### src/rtl/keypad_pkg.sv
// Shared definitions for the 4x4 keypad scanner: key codes, scan FSM states
// and the press/release event record carried through the event FIFO.
package keypad_pkg;

    localparam logic [3:0] KEY_A    = 4'd10;
    localparam logic [3:0] KEY_B    = 4'd11;
    localparam logic [3:0] KEY_C    = 4'd12;
    localparam logic [3:0] KEY_D    = 4'd13;
    localparam logic [3:0] KEY_STAR = 4'd14;
    localparam logic [3:0] KEY_HASH = 4'd15;

    typedef enum logic [0:0] {
        ST_SETTLE = 1'b0,
        ST_CHECK  = 1'b1
    } scan_state_e;

    typedef struct packed {
        logic [3:0] code;
        logic       press;
    } key_evt_t;

    // Physical (row, column) position to the printed key legend.
    function automatic logic [3:0] key_code(input logic [1:0] r, input logic [1:0] c);
        logic [3:0] code;
        case ({r, c})
            4'h0: code = 4'd1;
            4'h1: code = 4'd2;
            4'h2: code = 4'd3;
            4'h3: code = KEY_A;
            4'h4: code = 4'd4;
            4'h5: code = 4'd5;
            4'h6: code = 4'd6;
            4'h7: code = KEY_B;
            4'h8: code = 4'd7;
            4'h9: code = 4'd8;
            4'hA: code = 4'd9;
            4'hB: code = KEY_C;
            4'hC: code = KEY_STAR;
            4'hD: code = 4'd0;
            4'hE: code = KEY_HASH;
            default: code = KEY_D;
        endcase
        return code;
    endfunction

endpackage

### src/rtl/evt_fifo.sv
// Synchronous FIFO with a show-ahead head; a push into a full FIFO is accepted
// only when a pop frees the slot in the same cycle.
module evt_fifo #(
    parameter int DEPTH = 8,
    parameter int WIDTH = 5
) (
    input  logic             clk,
    input  logic             rst_n,
    input  logic             push_i,
    input  logic             pop_i,
    input  logic [WIDTH-1:0] din_i,
    output logic [WIDTH-1:0] dout_o,
    output logic             full_o,
    output logic             empty_o
);

    localparam int AW = $clog2(DEPTH);

    logic [WIDTH-1:0] mem_q [DEPTH];
    logic [AW:0]      wr_ptr_q, rd_ptr_q;
    logic             do_push, do_pop;

    assign empty_o = (wr_ptr_q == rd_ptr_q);
    assign full_o  = (wr_ptr_q[AW] != rd_ptr_q[AW]) &&
                     (wr_ptr_q[AW-1:0] == rd_ptr_q[AW-1:0]);
    assign do_pop  = pop_i && !empty_o;
    assign do_push = push_i && (!full_o || do_pop);
    assign dout_o  = mem_q[rd_ptr_q[AW-1:0]];

    always_ff @(posedge clk or negedge rst_n) begin
        if (!rst_n) begin
            wr_ptr_q <= '0;
            rd_ptr_q <= '0;
        end else begin
            if (do_push) wr_ptr_q <= wr_ptr_q + 1'b1;
            if (do_pop)  rd_ptr_q <= rd_ptr_q + 1'b1;
        end
    end

    always_ff @(posedge clk) begin
        if (do_push) mem_q[wr_ptr_q[AW-1:0]] <= din_i;
    end

endmodule

### src/rtl/keypad_scan_ctrl.sv
// 4x4 keypad scanner: drives one row low at a time, debounces each key over
// consecutive scans and queues press/release events for a consumer.
module keypad_scan_ctrl
    import keypad_pkg::*;
#(
    parameter int SETTLE_CYC = 512,
    parameter int DEB_SCANS  = 3,
    parameter int FIFO_DEPTH = 8
) (
    input  logic        clk,
    input  logic        rst_n,
    input  logic [3:0]  cols,
    output logic [3:0]  rows,
    output logic        evt_valid,
    input  logic        evt_ready,
    output logic [3:0]  evt_code,
    output logic        evt_press,
    output logic [15:0] key_state,
    output logic        p1_up,
    output logic        p1_dn,
    output logic        p2_up,
    output logic        p2_dn,
    output logic        overflow
);

    localparam int         CW       = $clog2(SETTLE_CYC);
    localparam logic [CW-1:0] SETTLE_LAST = CW'(SETTLE_CYC - 1);
    localparam logic [2:0] DEB_LAST = 3'(DEB_SCANS - 1);

    logic [3:0]        cols_s1_q, cols_s2_q;
    scan_state_e       state_q, state_d;
    logic [1:0]        r_q, r_d, c_q, c_d;
    logic [CW-1:0]     settle_cnt_q, settle_cnt_d;
    // Debounce counters are indexed by position {r,c}; key_state by key code.
    logic [15:0][2:0]  deb_cnt_q, deb_cnt_d;
    logic [15:0]       key_state_q, key_state_d;
    logic [3:0]        rows_q;
    logic              overflow_q, overflow_d;
    logic              p1_up_q, p1_dn_q, p2_up_q, p2_dn_q;

    logic              push;
    key_evt_t          evt_in, evt_out;
    logic              fifo_full, fifo_empty;
    logic [3:0]        cur_code;
    logic              raw_pressed;

    assign cur_code    = key_code(r_q, c_q);
    assign raw_pressed = ~cols_s2_q[c_q];

    always_comb begin
        state_d      = state_q;
        r_d          = r_q;
        c_d          = c_q;
        settle_cnt_d = settle_cnt_q;
        deb_cnt_d    = deb_cnt_q;
        key_state_d  = key_state_q;
        push         = 1'b0;
        evt_in       = '0;

        case (state_q)
            ST_SETTLE: begin
                if (settle_cnt_q == SETTLE_LAST) begin
                    state_d      = ST_CHECK;
                    c_d          = 2'd0;
                    settle_cnt_d = '0;
                end else begin
                    settle_cnt_d = settle_cnt_q + 1'b1;
                end
            end
            default: begin
                if (raw_pressed != key_state_q[cur_code]) begin
                    if (deb_cnt_q[{r_q, c_q}] == DEB_LAST) begin
                        key_state_d[cur_code] = raw_pressed;
                        deb_cnt_d[{r_q, c_q}] = '0;
                        push                  = 1'b1;
                        evt_in.code           = cur_code;
                        evt_in.press          = raw_pressed;
                    end else begin
                        deb_cnt_d[{r_q, c_q}] = deb_cnt_q[{r_q, c_q}] + 3'd1;
                    end
                end else begin
                    deb_cnt_d[{r_q, c_q}] = '0;
                end

                if (c_q == 2'd3) begin
                    state_d = ST_SETTLE;
                    r_d     = r_q + 2'd1;
                    c_d     = 2'd0;
                end else begin
                    c_d = c_q + 2'd1;
                end
            end
        endcase
    end

    // Only a push that finds the FIFO full with no simultaneous pop is lost.
    assign overflow_d = overflow_q | (push && fifo_full && !(evt_ready && !fifo_empty));

    always_ff @(posedge clk or negedge rst_n) begin
        if (!rst_n) begin
            cols_s1_q    <= 4'hF;
            cols_s2_q    <= 4'hF;
            state_q      <= ST_SETTLE;
            r_q          <= 2'd0;
            c_q          <= 2'd0;
            settle_cnt_q <= '0;
            deb_cnt_q    <= '0;
            key_state_q  <= '0;
            rows_q       <= 4'hF;
            overflow_q   <= 1'b0;
            p1_up_q      <= 1'b0;
            p1_dn_q      <= 1'b0;
            p2_up_q      <= 1'b0;
            p2_dn_q      <= 1'b0;
        end else begin
            cols_s1_q    <= cols;
            cols_s2_q    <= cols_s1_q;
            state_q      <= state_d;
            r_q          <= r_d;
            c_q          <= c_d;
            settle_cnt_q <= settle_cnt_d;
            deb_cnt_q    <= deb_cnt_d;
            key_state_q  <= key_state_d;
            rows_q       <= ~(4'b0001 << r_d);
            overflow_q   <= overflow_d;
            p1_up_q      <= key_state_q[1] & ~key_state_q[4];
            p1_dn_q      <= key_state_q[4] & ~key_state_q[1];
            p2_up_q      <= key_state_q[KEY_A] & ~key_state_q[KEY_B];
            p2_dn_q      <= key_state_q[KEY_B] & ~key_state_q[KEY_A];
        end
    end

    evt_fifo #(
        .DEPTH (FIFO_DEPTH),
        .WIDTH ($bits(key_evt_t))
    ) u_evt_fifo (
        .clk     (clk),
        .rst_n   (rst_n),
        .push_i  (push),
        .pop_i   (evt_ready),
        .din_i   (evt_in),
        .dout_o  (evt_out),
        .full_o  (fifo_full),
        .empty_o (fifo_empty)
    );

    assign rows      = rows_q;
    assign evt_valid = ~fifo_empty;
    assign evt_code  = evt_out.code;
    assign evt_press = evt_out.press;
    assign key_state = key_state_q;
    assign overflow  = overflow_q;
    assign p1_up     = p1_up_q;
    assign p1_dn     = p1_dn_q;
    assign p2_up     = p2_up_q;
    assign p2_dn     = p2_dn_q;

endmodule

### config.mk
export PLATFORM = sky130hd
export DESIGN_NAME = keypad_scan_ctrl
export DESIGN_NICKNAME = d
export VERILOG_FILES = /design/src/rtl/keypad_pkg.sv /design/src/rtl/evt_fifo.sv /design/src/rtl/keypad_scan_ctrl.sv
export SDC_FILE = /design/constraint.sdc
export NUM_CORES = 1
export LEC_CHECK = 0
export CAP_MARGIN = 10
export CELL_PAD_IN_SITES_DETAIL_PLACEMENT = 1
export CELL_PAD_IN_SITES_GLOBAL_PLACEMENT = 1
export CORE_ASPECT_RATIO = 1.25
export CORE_UTILIZATION = 49
export CTS_BUF_LIST = sky130_fd_sc_hd__clkbuf_16
export DETAILED_ROUTE_END_ITERATION = 16
export HOLD_SLACK_MARGIN = 0.12
export PLACE_DENSITY_LB_ADDON = 0.1
export SLEW_MARGIN = 20
export SYNTH_ARGS = -nofsm -noshare
export SYNTH_HDL_FRONTEND = slang
export SYNTH_HIERARCHICAL = 1
export SYNTH_SLANG_ARGS = --single-unit
### constraint.sdc
create_clock -name clk -period 5.05 [get_ports clk]
set_input_delay 1.01 -clock clk [delete_from_list [all_inputs] [get_ports clk]]
set_output_delay 1.01 -clock clk [all_outputs]
set_load 0.005 [all_outputs]
==> flow_metrics.env, run 1 <==
export IMPL_outcome="completed"
export IMPL_report_final_slew_viol_count=0
export IMPL_ys_seq_area_share_pct=53.7
export IMPL_synth_edf_count=40
export IMPL_core_area_mm2=0.0139
export IMPL_syn2layout_area_growth_pct=14.5
export IMPL_synth_fp_nets=590
export IMPL_clock_path_buffers=2
export IMPL_yosysUniqueCellTypes=67
export IMPL_drtPass1Iterations=4
export IMPL_drive_gt1_share_pct=19.4
export IMPL_cts_tree="built"
export IMPL_grt_ovfl_total=0
export IMPL_worst_slew_pin_slew_ns=0.983
export IMPL_finalSetupViolations=0
export IMPL_grt_pass1_wl_um=28300
export IMPL_sequential_cell_area_mm2=0.00379
export IMPL_drc_errors=0
export IMPL_synth_avg_cell_area_um2=12.5
export IMPL_powerDensity_mw_per_mm2=337
export IMPL_clock_sinks=143
export IMPL_hold_class="reg -> reg"
export IMPL_cts_buffers=17
export IMPL_max_cap_violations=0
export IMPL_crit_arrival_ns=4.51
export IMPL_globalRouteTotalUtil_pct=26.1
export IMPL_path_clk_slew_ns=0.06
export IMPL_synth_area_leader_cell="dfrtp_1"
export IMPL_yosysWarningCount=6
export IMPL_diodes=0
export IMPL_cp_max_fo=16
export IMPL_nets=627
export IMPL_antenna_found_initial=0
export IMPL_root_buffer="clkbuf_16"
export IMPL_synthArstFlopShare_pct=72.0
export IMPL_netlist_instances=567
export IMPL_post_route_min_period_ns=4.46
export IMPL_fin_crit_sh_pct=88.3
export IMPL_ys_flop_type="dfrtp_1"
export IMPL_finalHoldViolations=0
export IMPL_die_w_um=109
export IMPL_die_area_mm2=0.0149
export IMPL_synthTopCellsByArea="dfrtp_1 (32%), edfxtp_1 (17%), dfstp_2 (4.5%)"
export IMPL_synth_most_common_cell="dfrtp_1"
export IMPL_required_ns=5.10
export IMPL_p_leak_nw=3.35
export IMPL_nFillCells=1421
export IMPL_rsz0062_at_grt="false"
export IMPL_final_util_pct=58.1
export IMPL_syn_area_mm2=0.00706
export IMPL_row_count=48
export IMPL_clkLatencyLatePin_ns=0.43
export IMPL_yosys_register_bits=143
export IMPL_vias=4766
export IMPL_wl_um=17700
export IMPL_multi_input_area_mm2=0.00301
export IMPL_dieHeight_um=136
export IMPL_gp_congestion=0.884
export IMPL_setup_worst_path_end_class="flop"
export IMPL_drt_iter0_markers=237
export IMPL_skew_ns=0.00873
export IMPL_crit_type="reg -> reg"
export IMPL_irDropWorstVdd_mv=0.250
export IMPL_portBuffers=37
export IMPL_drtAntennaViolNets=0
export IMPL_post_dp_hpwl_um=12400
export IMPL_io_pins=38
export IMPL_viasPerCell=6.02
export IMPL_synth_top_area_share_pct=32.2
export IMPL_slew_limit_headroom_pct=33.8
export IMPL_fmax_mhz=224
export IMPL_htreeDepth=4
export IMPL_fin_tns_setup_ns=0
export IMPL_start_util_pct=50.7
export IMPL_whs_ns=0.355
export IMPL_detail_route_wl_per_cell_um=22.4
export IMPL_grt_pass1_vias=5156
export IMPL_startpoint_type="flop"
export IMPL_synthTopCellsByCount="dfrtp_1 (91), nand2_1 (84), edfxtp_1 (40)"
export IMPL_grt_max_degree=64
## state kept, by name (all words and copies together), names as in the netlist
signal and count:
c_q 2, cols_s1_q 4, cols_s2_q 4, deb_cnt_q 48, key_state 16, overflow 1, p1_dn 1, p1_up 1
p2_dn 1, p2_up 1, r_q 2, rows 4, settle_cnt_q 9, state_q 1, u_evt_fifo/mem_q 40, u_evt_fifo/rd_ptr_q 4
u_evt_fifo/wr_ptr_q 4
## routing by layer
metal	part of all wire (%)	global-route usage [%]	wire, µm
met5	0	0	0
met4	2.3	11.3	410
met3	2.3	4.65	415
met2	55	46.9	9830
met1	40	30.1	7070
## worst paths after layout
path	cells past startpoint	slack (ns)	endpoint	start
worst max-delay path	11	0.59	u_evt_fifo/mem_q[0][4]$_DFFE_PP_	c_q[0]$_DFFE_PN0P_
min in group asynchronous	1	0.68	overflow$_DFF_PN0_	rst_n
worst min-delay path	0	0.36	cols_s2_q[0]$_DFF_PN1_	cols_s1_q[0]$_DFF_PN1_
max in group asynchronous	2	3.25	c_q[0]$_DFFE_PN0P_	rst_n
worst max register to register	11	0.59	u_evt_fifo/mem_q[0][4]$_DFFE_PP_	c_q[0]$_DFFE_PN0P_
worst min register to register	0	0.36	cols_s2_q[0]$_DFF_PN1_	cols_s1_q[0]$_DFF_PN1_
## cells in the final DEF (no fill, tap or decap), types with 9 or more instances in the layout
| master | instances |
|---|---|
| buf_4 | 10 |
| mux4_2 | 14 |
| mux4_1 | 10 |
| edfxtp_1 | 40 |
| clkdlybuf4s50_1 | 36 |
| nand2_1 | 84 |
| nor3_1 | 10 |
| o21ai_0 | 34 |
| inv_1 | 20 |
| nand3_1 | 19 |
| nor2_1 | 26 |
| mux2_2 | 20 |
| o21ai_1 | 15 |
| ha_1 | 16 |
| dfrtp_1 | 90 |
| xnor2_1 | 9 |
| o41ai_2 | 10 |
| a22o_1 | 12 |
| dfstp_2 | 12 |
| clkbuf_16 | 17 |
| nor4_1 | 9 |
| or4_1 | 9 |
## worst max-delay path, stage by stage, from the launching register on
cell	delay [ns]
dfrtp_2	0.58
inv_2	0.20
ha_1	0.31
mux2i_1	0.15
mux2i_2	0.45
a2111oi_1	0.14
nor4_1	0.81
xnor2_1	0.20
a22oi_1	0.11
inv_1	0.28
o311ai_4	0.21
nor3_1	0.64
## where the power goes
group,switching [mW],internal [mW]
clock network,0.492,0.672
logic,0.117,0.169
registers,0.0708,1.21
total,0.680,2.05
## cells by family (layout without fill, tap and decap cells)
group,Yosys count,count (layout),share of synthesized area (%)
adder cells (fa/ha/maj),16,16,2.83
multiplexers,53,53,12.8
buffers and inverters,50,100,3.77
AO/OA/AOI/OAI,107,107,12.3
AND/OR/NAND/NOR,185,185,12.8
flip-flops,143,143,53.7
XOR/XNOR,13,13,1.82
## repair_timing
item / CTS / global route
setup buffers: 0 / 0
endpoints found under the setup margin: 0 / 10
endpoints found under the hold margin: 0 / 0
hold buffers: 0 / 0
gates resized for setup: 0 / 1
## cell type report
class                      instances  share of cell area [%]
tap                              175                    2.71
sequential                       143                    46.9
clock buffer                      17                    5.26
timing repair buffer              46                    5.38
multi-input combinational        374                    37.2
clock inverter                    15                    1.53
inverter                          22                    1.02
## through the flow
stage                     std cells  area, µm²  setup slack [ns]  power, mW
after floorplan                 567       7060             0.555       1.50
after detailed placement        760       7530             0.125       1.59
after global routing            792       8090             0.222       2.82
final                           792       8090             0.591       2.73
after CTS                       792       8080            0.0585       2.75
after global placement          760       7530             0.523       1.57
No activity file was read; power rests on OpenSTA's default activity.
==> inputs of run 2 (changes only) <==
--- a/config.mk
+++ b/config.mk
@@ -9,7 +9,7 @@
 export CELL_PAD_IN_SITES_DETAIL_PLACEMENT = 1
 export CELL_PAD_IN_SITES_GLOBAL_PLACEMENT = 1
 export CORE_ASPECT_RATIO = 1.25
-export CORE_UTILIZATION = 49
+export CORE_UTILIZATION = 35
 export CTS_BUF_LIST = sky130_fd_sc_hd__clkbuf_16
 export DETAILED_ROUTE_END_ITERATION = 16
 export HOLD_SLACK_MARGIN = 0.12
==> run 2 against run 1 <==
Net effect: critical endpoint is now u_evt_fifo/mem_q[5][4]$_DFFE_PP_; sequential cell count unchanged; routed wire length grew 1.5%; register-to-register slack got worse by 0.07 ns; fmax is 1.6% lower.
==> flow_metrics.env, run 2 (synthesis results as in run 1) <==
export IMPL_outcome="completed"
export IMPL_min_from="cols_s1_q[1]$_DFF_PN1_"
export IMPL_irDropWorstVdd_mv=0.225
export IMPL_drive_gt1_share_pct=19.7
export IMPL_combPwrFrac_pct=10.0
export IMPL_cp_max_fo=12
export IMPL_path_clk_slew_ns=0.06
export IMPL_die_w_um=129
export IMPL_p_clk_share_pct=45.0
export IMPL_stdcell_area_mm2=0.00826
export IMPL_powerDensity_mw_per_mm2=345
export IMPL_wl_um=18000
export IMPL_worst_slew_pin_slew_ns=1.01
export IMPL_report_final_slew_viol_count=0
export IMPL_io_pins=38
export IMPL_core_area_mm2=0.0196
export IMPL_required_ns=5.11
export IMPL_grt_pass1_vias=5057
export IMPL_cts_resized=0
export IMPL_rsz0062_at_grt="false"
export IMPL_final_util_pct=42.1
export IMPL_final_cell_mix="dfrtp_1 (91), nand2_1 (84), edfxtp_1 (40)"
export IMPL_drtAntennaViolNets=0
export IMPL_crit_start="c_q[0]$_DFFE_PN0P_"
export IMPL_power_mw=2.85
export IMPL_dpl_cell_area_mm2=0.00766
export IMPL_postCtsSetupBuffers=0
export IMPL_die_area_mm2=0.0208
export IMPL_grt_ovfl_total=0
export IMPL_max_cap_violations=0
export IMPL_finalSetupViolations=0
export IMPL_clock_path_buffers=2
export IMPL_crit_type="reg -> reg"
export IMPL_netSwitchingFraction_pct=25.7
export IMPL_hold_class="reg -> reg"
export IMPL_post_route_min_period_ns=4.53
export IMPL_gp_congestion=0.772
export IMPL_dp_cells=852
export IMPL_root_buffer="clkbuf_16"
export IMPL_diodes=0
export IMPL_detail_route_wl_per_cell_um=20.4
export IMPL_startpoint_type="flop"
export IMPL_dp_slack_ns=0.490
export IMPL_globalRouteTotalUtil_pct=19.0
export IMPL_clock_sinks=143
export IMPL_slew_limit_headroom_pct=31.8
export IMPL_skew_ns=0.00975
export IMPL_pwr_share_seq_pct=45.0
export IMPL_cts_tree="built"
export IMPL_postCtsHoldBufs=0
export IMPL_antenna_found_initial=0
export IMPL_grt_pass1_wl_um=29400
export IMPL_row_count=57
export IMPL_start_util_pct=36.0
export IMPL_internal_power_mw=2.12
export IMPL_post_dp_hpwl_um=13000
export IMPL_nets=629
export IMPL_fin_tns_setup_ns=0
export IMPL_regMostFlops="deb_cnt_q"
export IMPL_drc_errors=0
export IMPL_final_common_cell="dfrtp_1"
export IMPL_setup_worst_path_end_class="flop"
export IMPL_setup_ws_ns=0.517
export IMPL_whs_ns=0.357
export IMPL_p_leak_nw=3.38
export IMPL_viasPerCell=5.34
export IMPL_fmax_mhz=221
export IMPL_cts_buffers=17
export IMPL_portBuffers=37
export IMPL_clkLatencyLatePin_ns=0.43
export IMPL_grt_max_degree=57
export IMPL_htreeDepth=4
export IMPL_syn2layout_area_growth_pct=17.0
export IMPL_stdcell_count=884
export IMPL_drt_iter0_markers=223
export IMPL_p_switching_mw=0.732
export IMPL_drtPass1Iterations=4
export IMPL_r2r_start="c_q[0]$_DFFE_PN0P_"
export IMPL_fin_crit_sh_pct=89.8
export IMPL_vias=4724
export IMPL_dieHeight_um=161
export IMPL_largest_reg_flops=48
export IMPL_crit_arrival_ns=4.59
export IMPL_finalHoldViolations=0
-- run 2: cell count changes in the layout (fill, tap and decap cells not counted), sizes merged --
| cell | previous run | this run |
|---|---|---|
| clkinvlp | 3 | 1 |
| bufinv | 1 | 2 |
| clkinv | 9 | 5 |
| inv | 24 | 29 |
| buf | 10 | 12 |
-- run 2: path summary, 6_finish.rpt --
path	to	slack, ns	cells past startpoint
hold reg to reg	cols_s2_q[1]$_DFF_PN1_	0.36	0
setup / recovery	u_evt_fifo/mem_q[5][4]$_DFFE_PP_	0.52	10
min in group asynchronous	deb_cnt_q[11]$_DFFE_PN0P_	0.48	1
setup reg to reg	u_evt_fifo/mem_q[5][4]$_DFFE_PP_	0.52	10
hold / removal	cols_s2_q[1]$_DFF_PN1_	0.36	0
max in group asynchronous	key_state[0]$_DFFE_PN0P_	3.54	2
-- run 2: power groups by stage --
stage               clock network [mW]  registers [mW]  logic (mW)
finish                            1.28            1.28       0.286
global route                      1.36            1.29       0.313
CTS                               1.31            1.28       0.293
detailed placement                   0            1.30       0.292
global placement                     0            1.30       0.287
floorplan                            0            1.25       0.247
-- run 2: final cells by class --
type,instances,area (µm²)
fill,2051,11300
sequential,143,3790
multi-input combinational,374,3000
clock buffer,17,425
tap,265,332
inverter,22,82.6
timing repair buffer,48,450
clock inverter,15,175
-- run 2: critical path, cell delays in order (launching register included) --
cell and delay, ns:
dfrtp_1 0.80, inv_2 0.19, ha_1 0.34, mux4_2 0.62, a2111oi_0 0.63, nor4_1 0.24
xnor2_1 0.20, a22oi_1 0.12, inv_1 0.27, nand2_1 0.15, nor3_1 0.60
-- run 2: per-layer routing --
metal	GRT usage, %	vias up	share of wire (%)
li1	-	2203	-
met1	22.7	2440	43
met2	33.6	56	53
met3	3.83	25	1.9
met4	6.84	0	2.1
met5	0	-	0
